$ cat config.mk
export PLATFORM = sky130hd
export DESIGN_NAME = oro_change_monitor
export DESIGN_NICKNAME = d
export VERILOG_FILES = /design/src/rtl/oro_mon_pkg.sv /design/src/rtl/oro_mon_fifo.sv /design/src/rtl/oro_change_monitor.sv
export SDC_FILE = /design/constraint.sdc
export NUM_CORES = 2
export LEC_CHECK = 0
export BUFFER_PORTS_ARGS = -buffer_cell sky130_fd_sc_hd__clkbuf_2
export CAP_MARGIN = 20
export CORE_MARGIN = 2
export CORE_UTILIZATION = 40
export DETAILED_ROUTE_END_ITERATION = 7
export PLACE_DENSITY = 0.63
export RECOVER_POWER = 50
export SYNTH_ARGS = -nofsm -noshare
export SYNTH_HDL_FRONTEND = slang
export SYNTH_HIERARCHICAL = 1
export SYNTH_SLANG_ARGS = --single-unit
export TNS_END_PERCENT = 10
$ cat constraint.sdc
create_clock -name clk -period 28.8 [get_ports clk]
set_input_delay 5.76 -clock clk [delete_from_list [all_inputs] [get_ports clk]]
set_output_delay 5.76 -clock clk [all_outputs]
set_load 0.02 [all_outputs]
$ cat src/rtl/oro_mon_pkg.sv
// Shared constants and helpers for the change monitor: counter widths and
// the packed event record layout {ts, ch, data}, timestamp in the MSBs.
package oro_mon_pkg;

  localparam int OVF_W = 16;

  function automatic int clog2_min1(input int n);
    int r;
    r = $clog2(n);
    return (r < 1) ? 1 : r;
  endfunction

  function automatic int evt_rec_w(input int tsw, input int chw, input int w);
    return tsw + chw + w;
  endfunction

endpackage

$ cat src/rtl/oro_mon_fifo.sv
// First-word-fall-through FIFO: the head entry is visible on dout whenever
// the FIFO is not empty. A push while full is accepted only alongside a pop.
module oro_mon_fifo #(
  parameter int WIDTH = 8,
  parameter int DEPTH = 16,
  localparam int AW = $clog2(DEPTH),
  localparam int LW = $clog2(DEPTH + 1)
) (
  input  logic             clk,
  input  logic             rst,
  input  logic             clr,
  input  logic             push,
  input  logic [WIDTH-1:0] din,
  input  logic             pop,
  output logic [WIDTH-1:0] dout,
  output logic             empty,
  output logic             full,
  output logic [LW-1:0]    level
);

  logic [WIDTH-1:0] mem [DEPTH];
  logic [AW-1:0]    wr_ptr_reg;
  logic [AW-1:0]    rd_ptr_reg;
  logic [LW-1:0]    cnt_reg;
  logic             do_pop;
  logic             do_push;

  assign empty   = (cnt_reg == '0);
  assign full    = (cnt_reg == LW'(DEPTH));
  assign level   = cnt_reg;
  assign do_pop  = pop & ~empty;
  assign do_push = push & (~full | do_pop);
  assign dout    = mem[rd_ptr_reg];

  always_ff @(posedge clk or posedge rst) begin
    if (rst) begin
      wr_ptr_reg <= '0;
      rd_ptr_reg <= '0;
      cnt_reg    <= '0;
    end else if (clr) begin
      wr_ptr_reg <= '0;
      rd_ptr_reg <= '0;
      cnt_reg    <= '0;
    end else begin
      if (do_push) wr_ptr_reg <= wr_ptr_reg + AW'(1);
      if (do_pop)  rd_ptr_reg <= rd_ptr_reg + AW'(1);
      if (do_push && !do_pop)      cnt_reg <= cnt_reg + LW'(1);
      else if (do_pop && !do_push) cnt_reg <= cnt_reg - LW'(1);
    end
  end

  // Storage carries no reset so it can map onto RAM; occupancy guards its use.
  always_ff @(posedge clk) begin
    if (do_push && !clr) mem[wr_ptr_reg] <= din;
  end

endmodule

$ cat src/rtl/oro_change_monitor.sv
// Multi-channel change monitor: detects value changes on enabled channels,
// parks them in per-channel pending slots and streams them out via a FIFO.
module oro_change_monitor
  import oro_mon_pkg::*;
#(
  parameter int NCH   = 4,
  parameter int W     = 32,
  parameter int DEPTH = 16,
  parameter int TSW   = 32,
  localparam int CHW  = clog2_min1(NCH),
  localparam int LW   = $clog2(DEPTH + 1)
) (
  input  logic               clk,
  input  logic               rst,
  input  logic [NCH*W-1:0]   ch_data,
  input  logic [NCH-1:0]     ch_en,
  input  logic               clr,
  output logic               evt_valid,
  input  logic               evt_ready,
  output logic [TSW-1:0]     evt_ts,
  output logic [CHW-1:0]     evt_ch,
  output logic [W-1:0]       evt_data,
  output logic [LW-1:0]      level,
  output logic [OVF_W-1:0]   ovf_cnt
);

  localparam int RW = evt_rec_w(TSW, CHW, W);

  logic [TSW-1:0]   ts_reg;
  logic             primed_reg;
  logic [W-1:0]     prev_reg     [NCH];
  logic [NCH-1:0]   pend_reg;
  logic [TSW-1:0]   slot_ts_reg  [NCH];
  logic [W-1:0]     slot_val_reg [NCH];
  logic [OVF_W-1:0] ovf_reg;

  logic [NCH-1:0]   chg;
  logic [NCH-1:0]   ovf_hit;
  logic [NCH-1:0]   pushing;
  logic [CHW-1:0]   sel;
  logic             push_en;
  logic             pop;
  logic             fifo_empty;
  logic             fifo_full;
  logic [RW-1:0]    fifo_din;
  logic [RW-1:0]    fifo_dout;
  logic [4:0]       ovf_inc;
  logic [OVF_W:0]   ovf_sum;
  logic [OVF_W-1:0] ovf_next;

  // A slot being pushed this edge frees up, so a same-edge change refills it
  // instead of counting as a coalesced overwrite.
  genvar gi;
  generate
    for (gi = 0; gi < NCH; gi++) begin : g_chan
      assign chg[gi]     = primed_reg & ch_en[gi] & (ch_data[gi*W +: W] != prev_reg[gi]);
      assign ovf_hit[gi] = chg[gi] & pend_reg[gi] & ~pushing[gi];
    end
  endgenerate

  always_comb begin
    sel = '0;
    for (int i = NCH - 1; i >= 0; i--) begin
      if (pend_reg[i]) sel = CHW'(i);
    end
  end

  assign pop      = ~fifo_empty & evt_ready;
  assign push_en  = (|pend_reg) & (~fifo_full | pop);
  assign pushing  = push_en ? (NCH'(1) << sel) : '0;
  assign fifo_din = {slot_ts_reg[sel], sel, slot_val_reg[sel]};

  always_comb begin
    ovf_inc = '0;
    for (int i = 0; i < NCH; i++) ovf_inc = ovf_inc + 5'(ovf_hit[i]);
    ovf_sum  = {1'b0, ovf_reg} + (OVF_W + 1)'(ovf_inc);
    ovf_next = ovf_sum[OVF_W] ? {OVF_W{1'b1}} : ovf_sum[OVF_W-1:0];
  end

  always_ff @(posedge clk or posedge rst) begin
    if (rst) begin
      ts_reg     <= '0;
      primed_reg <= 1'b0;
      ovf_reg    <= '0;
      pend_reg   <= '0;
      for (int i = 0; i < NCH; i++) begin
        prev_reg[i]     <= '0;
        slot_ts_reg[i]  <= '0;
        slot_val_reg[i] <= '0;
      end
    end else if (clr) begin
      ts_reg     <= '0;
      primed_reg <= 1'b0;
      ovf_reg    <= '0;
      pend_reg   <= '0;
    end else begin
      ts_reg     <= ts_reg + TSW'(1);
      primed_reg <= 1'b1;
      ovf_reg    <= ovf_next;
      for (int i = 0; i < NCH; i++) begin
        prev_reg[i] <= ch_data[i*W +: W];
        if (chg[i]) begin
          pend_reg[i]     <= 1'b1;
          slot_ts_reg[i]  <= ts_reg;
          slot_val_reg[i] <= ch_data[i*W +: W];
        end else if (pushing[i]) begin
          pend_reg[i] <= 1'b0;
        end
      end
    end
  end

  oro_mon_fifo #(
    .WIDTH (RW),
    .DEPTH (DEPTH)
  ) u_fifo (
    .clk   (clk),
    .rst   (rst),
    .clr   (clr),
    .push  (push_en),
    .din   (fifo_din),
    .pop   (pop),
    .dout  (fifo_dout),
    .empty (fifo_empty),
    .full  (fifo_full),
    .level (level)
  );

  assign evt_valid = ~fifo_empty;
  assign {evt_ts, evt_ch, evt_data} = fifo_empty ? {RW{1'b0}} : fifo_dout;
  assign ovf_cnt = ovf_reg;

endmodule
Word level (Yosys, flattened, before mapping)
Memories as Yosys holds them, arrays and structs flattened.
Cells that the tools add are included.

storage, ports and cells
  flip-flop bits (word level) = 450
  RAM bits = 1056
  output and inout port bits = 88
  logic and storage cells = 122
  memories = 1

operators by class
  add/subtract/negate cells = 9
  order comparisons = 1
  equality and inequality tests = 5
  shift operators = 1
  multiplexer cells = 34
  bitwise logic cells = 30
  reductions and logical operators = 19

memories
  name        depth  width  read ports  clocked after Yosys merged registers in  wr ports  line                source
  u_fifo.mem  16     66     1           0                                        1         oro_mon_fifo.sv:21  logic [WIDTH-1:0] mem [DEPTH];

operators with widths
  operator                                                            count
  32-bit two-way mux                                                  5
  32-bit binary-select mux with 2-bit select                          2
  32-bit != test                                                      4
  66-bit two-way mux                                                  1
  32-bit by 1-bit adder with 32-bit output, second input constant     1
  16-bit two-way mux                                                  2
  4-bit two-way mux                                                   6
  1-bit AND                                                           20
  16-bit by 4-bit adder with 17-bit output                            1
  5-bit two-way mux                                                   3
  3-bit nonzero test                                                  5
  1-bit two-way mux                                                   11
  4-bit by 1-bit adder with 4-bit output, second input constant       2
  2-bit two-way mux                                                   4
  2-bit AND reduction                                                 4
  1-bit inverter                                                      7
  5-bit by 1-bit adder with 5-bit output, second input constant       1
  5-bit == test, second input constant                                1
  5-bit zero test                                                     1
  5-bit by 1-bit subtractor with 5-bit output, second input constant  1
  3-bit by 1-bit adder with 4-bit output                              1
  2-bit nonzero test                                                  2
  4-bit OR reduction                                                  1
  1-bit by 2-bit left shift with 4-bit output, first input constant   1
  other kinds (7)                                                     12

Logic depth before layout (Yosys ltp)
  depth after elaboration = 14
  depth in mapped cells = 16
  depth with buffers taken out = 15

Cells and area by module
The synthesis kept the hierarchy.

modules (own cells, without submodules)
  module              instances  cells an instance  area each (µm²)  seq. area each (µm²)
  oro_mon_fifo        1          1727               40327.4          32035.7
  oro_change_monitor  1          1545               21464.3          10935.5

Worst setup path before layout
No wires, ideal clock.

  kind = input port to flip-flop
  from = in evt_ready
  to = mem u_fifo/mem[12][0] in the netlist's numbering, enable pin
  data arrival time = 9705 ps
  setup slack = 18604 ps
  stages = 7
  cells stage by stage = nor2b_1 > nor2b_1 > a21oi_1 > clkbuf_1 > nor2b_1 > nand2_1 > nor2_1

between the ends
  word-level cells in the longest chain between the ends = 7

ends and longest elaborated chain
  item                                     line                      source
  start, declared                          oro_change_monitor.sv:19  input logic evt_ready,
  1-bit AND                                oro_change_monitor.sv:68  assign pop = ~fifo_empty & evt_ready;
  1-bit bitwise OR                         oro_change_monitor.sv:69  assign push_en = (|pend_reg) & (~fifo_full | pop);
  1-bit AND                                oro_change_monitor.sv:69
  net push_en                              oro_change_monitor.sv:41  logic push_en;
  1-bit AND                                oro_mon_fifo.sv:32        assign do_push = push & (~full | do_pop);
  1-bit logical AND                        oro_mon_fifo.sv:54        if (do_push && !clr) mem[wr_ptr_reg] <= din;
  1-bit two-way mux                        oro_mon_fifo.sv:54
  1-bit two-way mux (not written as such)  oro_mon_fifo.sv:54
  end, declared                            oro_mon_fifo.sv:21

The timed path passes the listed nets, and every way through them passes these cells.

==> flow_summary.ini <==
[logic_synthesis]
ys_seq_area_share_pct = 69.5
synth-seq-cells = 1506
synth.net_count = 3423
syn_avg_cell_area_sq_um = 18.9
ys.flop_type = edfxtp_1
synth-async-reset-ratio_pct = 29.9
yosys_warnings = 6
synth_edf_count = 1056
number_of_unique_standard_cell_types_used_by_synthesis = 55
syn_inst = 3272
post_synth_instance_area_sq_um = 61800

[route]
drtPass1Iterations = 8
routed_via_density = 5.41
drt_iter0_markers = 2598
drtAntennaViolNets = 0
vias = 31248
wire_per_inst_um = 25.4
route.final.wire_length_mm = 147
drc = 0

[critical_path]
crit_end = slot_ts_reg[83]$_DFFE_PP0P_
worst_path_dominant_cell_family = buffers and inverters
critical_path.max_fanout = 160
crit_slowest_cell = clkbuf_1
end_kind = async pin
critPathArrivalTime_ns = 14.52
setup.reg_to_reg.worst_slack_ns = 18.87
crit-reg2reg-launch = pend_reg[2]$_DFFE_PP0P_
path_class = primary input to async pin
crit_path_start = rst
cpPeakStageDelay_ns = 6.15
critical_path.cell_chain = clkbuf_1 -> clkinvlp_2 -> clkbuf_1
worst-endpoint-required_ns = 27.55
setup.worst_path.start_class = primary input
critical_path.n_buffers_inverters = 3
cp_num_cells = 3
r2r-end = u_fifo/mem[3][26]$_DFFE_PP_
r2r.worst_path.cells = 7
path_common_cell = clkbuf_1

[floorplan]
die_w_um = 397
die_h_um = 397
placeableCoreArea_sq_um = 154000
rows = 144
die_area_sq_um = 158000
initial_core_util_pct = 40.2
ioPinCount = 224

[outcome]
run_status = complete, but fails checks
failed_checks = capacitance limit, slew limit

[global_route]
grt.total_usage_pct = 18.8
grt_overflow_total = 0
wire_length_of_the_first_global_routing_pass_mm = 219
grt_max_degree = 161
antenna_violations_before_repair = 17
number_of_global_route_vias_before_repair = 31935

[final_layout]
areaGrowthSynthToFinish_pct = 14.4
share_of_final_layout_standard_cells_stronger_than_drive_strength_1_pct = 32.1
layout_commonest_cell = edfxtp_1
final_cell_mix = 1056 x edfxtp_1, 448 x dfrtp_1, 264 x mux4_2, 225 x mux2_2, 221 x clkbuf_2
largest_register_ffs = 1056
fill_count = 12970
largest_register = u_fifo/mem
nets = 3744

[timing]
timing.final.max_slew_violations = 895
timing_hold_violations_final = 0
finalClockSkew_ns = 0.0242
finalSetupViolations = 0
time_the_final_worst_path_needs_with_i_o_delays_and_setup_ns = 15.77
timing.slew.headroom_pct = -468
unrepaired_setup_endpoints_after_global_routing = false
layout_worst_path_cycle_share_pct = 54.8
tightest_slew_ns = 8.52
final.setup.tns_ns = 0
fmax_mhz = 63.4

[clocking]
cts_setup_buffers = 0
cts.sinks = 1506
clk_pin_slew_ns = 0.06
ctsResizeCount = 0
cts_root_buffer = clkbuf_16
cts_tree = done
cts_inserted_buffers = 159
ctsLongestPathBuffers = 3
cts_hold_buf = 0
clock_insertion_delay_worst_skew_ns = 0.78
htree_depth = 4

[power]
report.power.total_mw = 5.55
worst_ir_drop_vdd_uv = 69.5
power_density_nw_per_um2 = 78.5
power_leakage_nw = 25.1

[placed_design]
portBuffers = 223
dp_hpwl_mm = 89.0
gp_congestion = 0.760

[flow_run]
max-cap-violations = 19

[worst_hold_path]
min-delay-path-class = register to register
## cells by family after synthesis
logic type      count (synthesis)  synth area share, %
compound gates                191                 2.30
fa+ha+maj                      15                0.352
simple gates                  356                 3.08
xor+xnor                      172                 2.44
buf+inv                       189                 1.56
flops                        1506                 69.5
mux                           843                 20.7
## power by group
group	internal, mW	switching [mW]
combinational	0.433	0.615
clock	1.12	0.846
sequential	2.47	0.0603
total	4.03	1.52
## layer usage
metal | share of wire (%) | track usage [%]
met1 | 45 | 27.6
met2 | 45 | 27.8
met3 | 7.0 | 4.41
met4 | 2.2 | 5.78
met5 | 0.058 | 0
## worst reg2reg max path, cell delays in order (launching register included)
cell and delay (ns):
dfrtp_1 0.42, inv_1 0.07, a21oi_1 0.09, nor2_4 0.09, clkbuf_1 5.85, mux2i_1 1.65
mux2i_2 0.59, clkbuf_1 0.80
## per-stage QoR
step                utilization (%)  area [sq um]  instances  hold WS, ns  setup WS, ns
floorplan                         -         61800       3272        0.458         10.87
global placement               42.6         65500       5440        0.468         18.51
detailed placement             42.8         65700       5450        0.478         18.52
CTS                            46.0         70700       5739        0.491         17.64
global route                   46.0         70700       5773        0.513         10.88
finish                         46.0         70700       5773        0.491         13.03
## worst min path at each step
stage | cells after the start | to | start | slack, ns
6_report | 1 | slot_val_reg[28]$_DFFE_PP0P_ | slot_val_reg[28]$_DFFE_PP0P_ | 0.49
5_1_grt | 1 | slot_ts_reg[110]$_DFFE_PP0P_ | slot_ts_reg[110]$_DFFE_PP0P_ | 0.51
4_1_cts | 1 | slot_val_reg[28]$_DFFE_PP0P_ | slot_val_reg[28]$_DFFE_PP0P_ | 0.49
3_5_place_dp | 1 | slot_val_reg[28]$_DFFE_PP0P_ | slot_val_reg[28]$_DFFE_PP0P_ | 0.48
3_3_place_gp | 1 | slot_val_reg[29]$_DFFE_PP0P_ | slot_val_reg[29]$_DFFE_PP0P_ | 0.47
2_1_floorplan | 1 | slot_ts_reg[23]$_DFFE_PP0P_ | slot_ts_reg[23]$_DFFE_PP0P_ | 0.46
## cell type report
| type | instances | area (sq um) | area share (%) |
|---|---|---|---|
| clock inverters | 81 | 791 | 1.12 |
| repair buffers | 335 | 1960 | 2.77 |
| flip-flops and latches | 1506 | 43000 | 60.8 |
| clock buffers | 208 | 4230 | 5.99 |
| inverters | 14 | 53.8 | 0.0761 |
| well taps | 2044 | 2560 | 3.62 |
| multi-input cells | 1577 | 18100 | 25.6 |
| diodes | 8 | 20.0 | 0.0283 |
## synth_stat cells, types with 4 or more instances
| library cell | n | area [sq um] |
|---|---|---|
| edfxtp_1 | 1056 | 31700 |
| dfrtp_1 | 450 | 11300 |
| mux4_2 | 264 | 5950 |
| mux2_2 | 225 | 2530 |
| mux2i_1 | 194 | 1940 |
| mux2_4 | 156 | 2340 |
| xnor2_1 | 143 | 1250 |
| a22oi_1 | 132 | 991 |
| nand2_1 | 93 | 349 |
| nor2b_1 | 75 | 469 |
| clkbuf_1 | 66 | 248 |
| nor2_1 | 65 | 244 |
| buf_2 | 61 | 305 |
| nand4_1 | 44 | 275 |
| xor2_1 | 29 | 254 |
| a21oi_1 | 24 | 120 |
| buf_1 | 23 | 86.3 |
| buf_6 | 23 | 259 |
| nand3_1 | 18 | 90.1 |
| inv_1 | 14 | 52.6 |
| and3_1 | 11 | 68.8 |
| ha_1 | 11 | 138 |
| and4_1 | 8 | 70.1 |
| nor3_1 | 8 | 40.0 |
| nor4_2 | 7 | 87.6 |
| and2_1 | 6 | 37.5 |
| o211ai_1 | 6 | 45.0 |
| o21ai_0 | 6 | 30.0 |
| a21o_1 | 5 | 37.5 |
| fa_1 | 4 | 80.1 |
| mux2_1 | 4 | 45.0 |
| nand2b_1 | 4 | 25.0 |
| nand4b_1 | 4 | 35.0 |
| or3_1 | 4 | 25.0 |
Power figures use the tool's default switching activity.
